[src/rtl/ram_sync_param.sv]
// Single-port WIDTH x DEPTH synchronous RAM with a registered read port,
// per-read valid strobe, access-reject pulse and a hardware clear sequencer.

// One storage word: async reset, clear has priority over write.
module ram_sync_param_word #(
  parameter int WIDTH = 8
) (
  input  logic             clk,
  input  logic             rst,
  input  logic             we,
  input  logic             zero,
  input  logic [WIDTH-1:0] d,
  output logic [WIDTH-1:0] q
);
  // Word register update
  always_ff @(posedge clk or posedge rst) begin
    if (rst)       q <= '0;
    else if (zero) q <= '0;
    else if (we)   q <= d;
  end
endmodule

module ram_sync_param #(
  parameter  int WIDTH  = 8,
  parameter  int DEPTH  = 8,
  localparam int ADDR_W = $clog2(DEPTH)
) (
  input  logic              clk,
  input  logic              rst,
  input  logic              sel,
  input  logic              op,
  input  logic [ADDR_W-1:0] adr,
  input  logic [WIDTH-1:0]  inp,
  input  logic              clr,
  output logic [WIDTH-1:0]  outp,
  output logic              outp_valid,
  output logic              busy,
  output logic              err
);
  typedef enum logic {IDLE, CLEAR} state_t;

  state_t                        state;
  logic [ADDR_W-1:0]             cnt;
  logic [DEPTH-1:0][WIDTH-1:0]   words;
  logic [DEPTH-1:0]              we;
  logic [DEPTH-1:0]              zero;
  logic                          in_range;
  logic                          accept;
  logic [WIDTH-1:0]              rd_word;

  // An access is taken only in IDLE and only when no clear is requested
  assign accept = (state == IDLE) && !clr && sel;

  // Addresses past DEPTH exist only when DEPTH is not a power of two
  if (DEPTH == (1 << ADDR_W)) begin : g_full
    assign in_range = 1'b1;
  end else begin : g_part
    assign in_range = (32'(adr) < DEPTH);
  end

  for (genvar i = 0; i < DEPTH; i++) begin : g_word
    assign we[i]   = accept && op && in_range && (adr == ADDR_W'(i));
    assign zero[i] = (state == CLEAR) && (cnt == ADDR_W'(i));
    ram_sync_param_word #(.WIDTH(WIDTH)) u_word (
      .clk  (clk),
      .rst  (rst),
      .we   (we[i]),
      .zero (zero[i]),
      .d    (inp),
      .q    (words[i])
    );
  end

  // Read mux; out-of-range addresses read as zero
  always_comb begin
    rd_word = '0;
    for (int i = 0; i < DEPTH; i++)
      if (adr == ADDR_W'(i)) rd_word = words[i];
  end

  // Control FSM with registered read data and status pulses
  always_ff @(posedge clk or posedge rst) begin
    if (rst) begin
      state      <= IDLE;
      cnt        <= '0;
      busy       <= 1'b0;
      outp       <= '0;
      outp_valid <= 1'b0;
      err        <= 1'b0;
    end else begin
      outp_valid <= 1'b0;
      err        <= 1'b0;
      case (state)
        IDLE: begin
          if (clr) begin
            // clr wins; a coincident access is dropped and flagged
            state <= CLEAR;
            busy  <= 1'b1;
            cnt   <= '0;
            err   <= sel;
          end else if (sel) begin
            if (!in_range) err <= 1'b1;
            if (!op) begin
              outp       <= rd_word;
              outp_valid <= 1'b1;
            end
          end
        end
        CLEAR: begin
          // Accesses are rejected while busy; clr is ignored
          err <= sel;
          if (cnt == ADDR_W'(DEPTH - 1)) begin
            state <= IDLE;
            busy  <= 1'b0;
            cnt   <= '0;
          end else begin
            cnt <= cnt + 1'b1;
          end
        end
        default: state <= IDLE;
      endcase
    end
  end
endmodule

[config.mk]
export PLATFORM = sky130hd
export DESIGN_NAME = ram_sync_param
export DESIGN_NICKNAME = d
export VERILOG_FILES = /design/src/rtl/ram_sync_param.sv
export SDC_FILE = /design/constraint.sdc
export NUM_CORES = 1
export LEC_CHECK = 0
export CORE_MARGIN = 2
export CORE_UTILIZATION = 60
export DETAILED_ROUTE_END_ITERATION = 16
export PLACE_DENSITY = 0.77
export SETUP_SLACK_MARGIN = 0.2
export SLEW_MARGIN = 5
export SYNTH_ARGS = -nofsm -noshare
export SYNTH_HDL_FRONTEND = slang
export SYNTH_SLANG_ARGS = --single-unit
[constraint.sdc]
create_clock -name clk -period 7.6 [get_ports clk]
set_input_delay 2.28 -clock clk [delete_from_list [all_inputs] [get_ports clk]]
set_output_delay 2.28 -clock clk [all_outputs]
set_load 0.02 [all_outputs]
==> results summary, run 1 <==
The run finished with clean final reports. Setup repair after global routing left no endpoint under its margin. The final RePlAce weighted congestion is 0.878.

The detail-routed via count per cell came out at just over 6. The number of global-route vias before repair came to 2834. Together, buffers and inverters on the worst path number 1. The critical path goes through clkdlybuf4s50_1 -> nor2b_1 -> nand3_1 -> nand3_1 -> o21ai_0. Counting stages on the worst path, the most repeated cell is sky130_fd_sc_hd__nand3_1. The number of max-cap violations came out at 0. The leakage power total came out at 1.93 nW. The initial cell density of the core came out at 0.615. The number of antenna diodes came out at 0. The later pin in the worst-skew pair is clocked with a latency of 360 ps. The clock tree from TritonCTS is yes. The placement-stage cell area is between 4000 and 5000 sq um. The path class of the tightest hold or removal check is flip-flop to flip-flop.

The area of the die came out at 7090 sq um. Grouping stages by cell kind, the critical path spends the most delay in simple AND/OR/NAND/NOR gates. The detailed router placed between 3000 and 4000 vias in this run. The average size of a mapped cell came out at a little over 9 sq um. In the finished design, the share of the clock period the worst path needs comes to 0.598. The detailed-routing iteration count for the pre-antenna-repair pass came out at 5. Buffers added to address setup during post-CTS repair amount to 0.

The root buffer cell chosen for the clock tree is sky130_fd_sc_hd__clkbuf_8. The maximum number of pins on one net before global-route repair came out at 80. The mapped cell area came out at around 3900 sq um. The post-synthesis cell type count is 37. The number of warnings reported in the yosys synthesis log is 0. The data required time at the worst endpoint is 7830 ps. The count of boundary I/O pins came out at 27.

The vertical extent of the die came out at 84.2 microns. The overall power is 0.00113 W. The net count after synthesis is approximately 440. The highest achievable clock rate came out at around 220 MHz. The sum of net half-perimeters after detailed placement came out at between 6 and 7 mm. The number of clock buffers added by TritonCTS is 9. The number of standard cells after synthesis came out at 416. The number of enable-type register cells in the synthesized netlist came out at 0. Of the cells placed in the final design, the portion with a size suffix greater than 1 is 0.0534.

The data arrival time of the critical path came out at between 4000 and 5000 ps. The max-slew violation count is 0. The delay of the slowest cell on the worst path is ~940 ps. Clock-pin slew was measured on the worst setup and hold paths at about 80 ps.

The number of nets with antenna violations after detailed routing is 0. The wire length per cell came out at ~18 microns. Of the synthesized area, sequential elements account for 0.512. The post-route worst setup slack came out at approximately 3100 ps. The area growth from synthesis to layout came out at 10.4%. The final-report hold violation count is 0. The number of antenna violations at the first check in global routing came out at 0. Global routing finished with a remaining overflow of 0. The core region area came out at ~6300 sq um. The flip-flop cell with the highest count after synthesis is sky130_fd_sc_hd__dfrtp_1. The number of placement rows came out at 29. The final setup TNS came out at 0 ps. The cell count of the worst hold path is 2. The worst-case reg-to-reg path depth is 4. The number of I/O port buffers came out at 26. The routed wire length came out at 8.94 mm.

Of all flip-flops after synthesis, the portion carrying an async set or reset was 1.00. The synthesized design contains 79 register bits. In this run the power density over the cells is between 200 and 300 nW/um^2. Once the clock tree was built, the resizer swapped 0 gates to a different size. The largest vdd supply drop is 0.195 mV. The number of violations reported at the end of detailed-routing iteration 0 is just under 300. The critical path is of the input pin to flip-flop type. OpenSTA, run right after detailed placement, puts the worst setup slack at around 2600 ps. The number of nets in the layout came out at around 450. The minimum period implied by the final worst setup slack came out at around 4500 ps. The final hold slack came out at just over 500 ps. The total global routing track utilization is 0.268. The die is about 84 microns wide. STA classifies the critical path endpoint as a flip-flop. The number of buffers on the longest clock path is 2.

The fill cell total of the finished layout came out at approximately 500. The detailed-route DRC error count came out at 0. The slowest cell on the critical path is sky130_fd_sc_hd__clkdlybuf4s50_1. The number of sinks handled by clock tree synthesis came out at 79. At the pin with the least slew margin, the transition time is 1020 ps. The logic depth of the worst setup path including buffers came out at 5. The number of buffers added to fix hold violations after cts is 0. The top fanout value on the critical path came out at 33.

STA classifies the critical path startpoint as an input pin. The number of setup violations in the final report is 0. The post-route cell area is around 4300 sq um.

The worst clock skew on the final layout is 6.78 ps. The first-pass GRT wire length came out at between 10 and 15 mm. The max-slew headroom at the worst pin came out at 0.315. The clock tree synthesis step divided the H-tree into 3 levels.
sequential cells by signal (all words and copies together) (netlist names):
register and cells:
g_word.u_word.q 64, busy 1, err 1, cnt 3, state 1, outp 8, outp_valid 1
path summary, 6_finish.rpt:
kind	from	endpoint	slack, ps
min reg2reg	g_word[6].u_word.q[3]$_DFFE_PP0P_	g_word[6].u_word.q[3]$_DFFE_PP0P_	510
min	g_word[6].u_word.q[3]$_DFFE_PP0P_	g_word[6].u_word.q[3]$_DFFE_PP0P_	510
max	adr[0]	g_word[6].u_word.q[0]$_DFFE_PP0P_	3060
max reg2reg	state$_DFF_PP0_	g_word[4].u_word.q[1]$_DFFE_PP0P_	5220
max in group asynchronous	rst	g_word[5].u_word.q[4]$_DFFE_PP0P_	4420
min in group asynchronous	rst	g_word[2].u_word.q[2]$_DFFE_PP0P_	2550
worst min-delay path: cells and delay by family (launching register included):
family	cells	cell delay (ps)
AO/OA/AOI/OAI	1	60
AND/OR/NAND/NOR	1	60
flip-flops	1	350
cell usage in the layout (no fill, tap or decap), types with 8 or more instances in the layout:
master                            count
sky130_fd_sc_hd__or3_1                8
sky130_fd_sc_hd__nand3_1             30
sky130_fd_sc_hd__o21ai_0             69
sky130_fd_sc_hd__clkbuf_8             9
sky130_fd_sc_hd__clkdlybuf4s50_1     26
sky130_fd_sc_hd__mux2i_1             30
sky130_fd_sc_hd__dfrtp_1             79
sky130_fd_sc_hd__nor3b_1             10
sky130_fd_sc_hd__inv_1               13
sky130_fd_sc_hd__o21ai_1             13
sky130_fd_sc_hd__nor2_1              32
sky130_fd_sc_hd__nand2_1             53
power breakdown:
part           leakage, nW  internal [W]  switching (W)
clock network       0.0781      0.000117       0.000154
registers             1.07      0.000499      0.0000532
logic                0.781      0.000122       0.000182
total                 1.93      0.000738       0.000390
kinds of logic (layout without fill, tap and decap cells):
| group | Yosys count | in the layout | synth area share |
|---|---|---|---|
| fa+ha+maj | 6 | 6 | 0.0195 |
| flops | 79 | 79 | 0.512 |
| simple gates | 155 | 155 | 0.197 |
| buf+inv | 44 | 59 | 0.0516 |
| compound gates | 102 | 102 | 0.141 |
| mux | 30 | 30 | 0.0778 |
layer usage:
layer,wire (microns),vias to the layer above,share of wire,global-route usage
li1,-,1456,-,-
met1,4180,1477,0.47,0.406
met4,255,0,0.029,0.0938
met2,3900,128,0.44,0.384
met3,605,22,0.068,0.0590
met5,0,-,0,0
cells in the mapped netlist (all sizes together), types with 2 or more instances:
cell type  count  share of area
o21ai         82           0.11
dfrtp         79           0.51
nand2         53          0.052
nor2          32          0.031
mux2i         30          0.078
nand3         30          0.039
buf           20          0.028
inv           15          0.015
nor3b         10          0.019
clkbuf         9         0.0088
or3            8          0.013
a31oi          7          0.011
o22ai          7          0.011
ha             6          0.019
nand2b         5         0.0081
nor2b          4         0.0065
and2           3         0.0049
and3           2         0.0032
final cells by class:
class / instances / area, sq um / area share
flip-flops and latches: 79 / 1980 / 0.464
multi-input cells: 293 / 1690 / 0.397
repair buffers: 28 / 275 / 0.0646
clock buffers: 10 / 128 / 0.0300
well taps: 77 / 96.3 / 0.0226
inverters: 15 / 56.3 / 0.0132
clock inverters: 6 / 37.5 / 0.00881
through the flow:
stage                     std cells   util
after floorplan                 416      -
after global placement          492  0.651
after detailed placement        492  0.651
after CTS                       508  0.677
after global routing            508  0.678
final                           508  0.678
Power figures use the tool's default switching activity.
==> run 2: changes to the inputs <==
Settings changed: CORE_UTILIZATION 60 to 59, PLACE_DENSITY 0.77 to 0.76.
Clock period 7.6 ns to 4.7 ns, I/O delays scaled along.
==> results summary, run 2 (synthesis results as in run 1) <==
The number of global-route vias before repair came out at 2928 (+3.3%). The number of placement rows is 29 (unchanged). The area growth from synthesis to layout is 12.8%. The remaining global-route overflow came to 0 (unchanged). The detailed-routing iteration count for the pre-antenna-repair pass is 5 (unchanged). The number of buffers inserted by post-CTS setup repair was 0 (unchanged).

The fill cell total of the finished layout came out at 465 (-7.4%). The number of clock buffers inserted by TritonCTS is 9 (unchanged). In the final layout, the registers with the most flip-flops are g_word.u_word.q: 64 flops, outp: 8 flops, cnt: 3 flops. The ratio of final minimum period to clock period came out at 0.660. The detail-routed via count per cell came out at 6.02 (-0.81%).

The maximum number of pins on one net before global-route repair came to 44 (-45%). The number of violations reported at the end of detailed-routing iteration 0 is 262 (-11%). Setup repair after global routing left no endpoint under its margin. The fraction of final layout cells sized beyond drive strength 1 was 0.0599 (+0.00654). The max-slew headroom at the worst pin came out at 0.498 (+0.183).

The tightest min-delay check is of the flip-flop to flip-flop type. The core region area is 6350 sq um (+1.2%). Static timing analysis puts the maximum clock frequency at 323 MHz. The largest vdd supply drop is 0.378 mV (+93%). The met2 layer wire length in the routed design is 4.09 mm (+4.7%). The final RePlAce weighted congestion was 0.878 (about the same).

The routed wire length came to 9.24 mm (+3.4%). The wire length per cell came out at 18.1 microns (+2.8%). The max-slew violation count is 0 (unchanged). The library cells used most frequently in the layout, excluding fill and tap cells, are 79 x sky130_fd_sc_hd__dfrtp_1, 69 x sky130_fd_sc_hd__o21ai_0, 53 x sky130_fd_sc_hd__nand2_1.

The run finished with clean final reports. The register ranked first by flip-flop count is g_word.u_word.q. The clock latency on the worst-skew pair is 350 ps (about the same). The critical path starts at adr[1]. The number of setup violations in the final report is 0 (unchanged). The leakage power total is 1.98 nW (+2.7%). The data arrival time of the critical path is 3320 ps (-1450 ps). The worst setup path is of the input pin to flip-flop kind. The number of antenna violations at the first check in global routing came out at 0 (unchanged). The clock-pin slew reported for the worst setup and hold paths after clock tree synthesis is 90 ps (about the same). The number of I/O port buffers is 26 (unchanged).

The post-cts sizing count came out at 0 (unchanged). The worst setup path is captured at a flip-flop. The highest layer touched by signal routing is met4. The worst setup path is launched from an input pin. The detailed-route DRC error count is 0 (unchanged).

The maximum level of the CTS H-tree is 3 (unchanged). The library cell used most frequently in the layout, excluding fill and tap cells, is sky130_fd_sc_hd__dfrtp_1. The clock tree from TritonCTS is yes.

The routed metal-1 wirelength came to 4.37 mm (+4.6%). The area of the die came out at 7200 sq um (+1.6%). The minimum period implied by the final worst setup slack is ~3100 ps.

The number of nets in the layout came to 451 (+0.67%). The count of vias placed by the detailed router is 3076 (-0.23%). The vertical extent of the die came out at 84.9 microns (+0.80%). The number of sinks handled by clock tree synthesis was 79 (unchanged). The data required time at the worst endpoint is 4920 ps (-2910 ps). The number of buffers on the longest clock path is 2 (unchanged). The placement-stage cell area is 4110 sq um (+0.58%). The worst hold path begins at g_word[4].u_word.q[7]$_DFFE_PP0P_. The actual slew at the worst max-slew pin is 753 ps (-272 ps). The number of buffers added to fix hold violations after cts came out at 0 (unchanged).

The sum of net half-perimeters after detailed placement came out at 6.38 mm (+5.8%). The final setup TNS was 0 ps (unchanged). The number of antenna diodes came out at 0 (unchanged). The floorplan die width came out at 84.9 microns (+0.80%). The total global routing track utilization is 0.277 (+0.00909). The post-route cell area came out at 4350 sq um (+2.2%). The number of max-cap violations came out at 0 (unchanged). The number of nets with antenna violations after detailed routing is 0 (unchanged). The cell sitting at the root of the clock tree is a sky130_fd_sc_hd__clkbuf_8. The total power density per cell area is 458 nW/um^2 (+73%). The end-of-flow core utilization came to 0.686 (+0.00722). The first-pass GRT wire length is 15.3 mm (+4.8%). The top fanout value on the critical path came out at 16 (-52%). The wire length on met3 came to 490 microns (-19%).

The count of boundary I/O pins is 27 (unchanged). The worst clock skew on the final layout came out at 14.4 ps (+7.64 ps). The initial cell density of the core came out at 0.608 (-0.00703). The number of flip-flops under the largest register name is 64 (unchanged).

The startpoint of the worst register-to-register path is state$_DFF_PP0_. The final-report hold violation count is 0 (unchanged).
==> run 2: final timing paths <==
kind                                                     end  slack, ps  cells past startpoint
setup / recovery           g_word[6].u_word.q[1]$_DFFE_PP0P_       1600                      5
hold reg to reg            g_word[4].u_word.q[7]$_DFFE_PP0P_        510                      2
setup reg to reg           g_word[3].u_word.q[4]$_DFFE_PP0P_       2610                      5
min in group asynchronous  g_word[0].u_word.q[3]$_DFFE_PP0P_       1490                      2
max in group asynchronous                outp[5]$_DFFE_PP0P_       2470                      3
hold / removal             g_word[4].u_word.q[7]$_DFFE_PP0P_        510                      2
==> run 2: worst max-delay path, cell delays in order <==
cell	delay, ps
sky130_fd_sc_hd__clkdlybuf4s50_1	480
sky130_fd_sc_hd__nor2b_1	580
sky130_fd_sc_hd__nand3_1	510
sky130_fd_sc_hd__nand3_1	240
sky130_fd_sc_hd__o21ai_0	100
==> run 2: report_power, final <==
group          total (W)  switching [W]  internal, W  leakage, nW
Combinational   0.000485       0.000287     0.000197        0.796
Clock           0.000608       0.000254     0.000353        0.116
Sequential      0.000903      0.0000955     0.000808         1.07
Total            0.00200       0.000637      0.00136         1.98
==> run 2: per-stage QoR <==
stage                     hold WS, ps  setup WS (ps)  instances  power (W)
after floorplan                   463           1270        416    0.00119
after CTS                         512           1640        511    0.00200
final                             510           1600        511    0.00200
after detailed placement          491           1290        495    0.00140
after global placement            486           1330        495    0.00138
after global routing              541           1400        511    0.00210
==> run 2: final cells by class <==
cell class	count	area, sq um	share of cell area
Sequential cell	79	1980	0.454
Inverter	15	57.6	0.0132
Timing Repair Buffer	31	298	0.0684
Multi-Input combinational cell	293	1680	0.386
Clock buffer	9	124	0.0284
Tap cell	77	96.3	0.0221
Clock inverter	7	119	0.0273
==> run 2: metal layers <==
metal | GRT usage | vias up
li1 | - | 1463
met5 | 0 | -
met4 | 0.123 | 0
met2 | 0.409 | 115
met3 | 0.0438 | 24
met1 | 0.409 | 1474
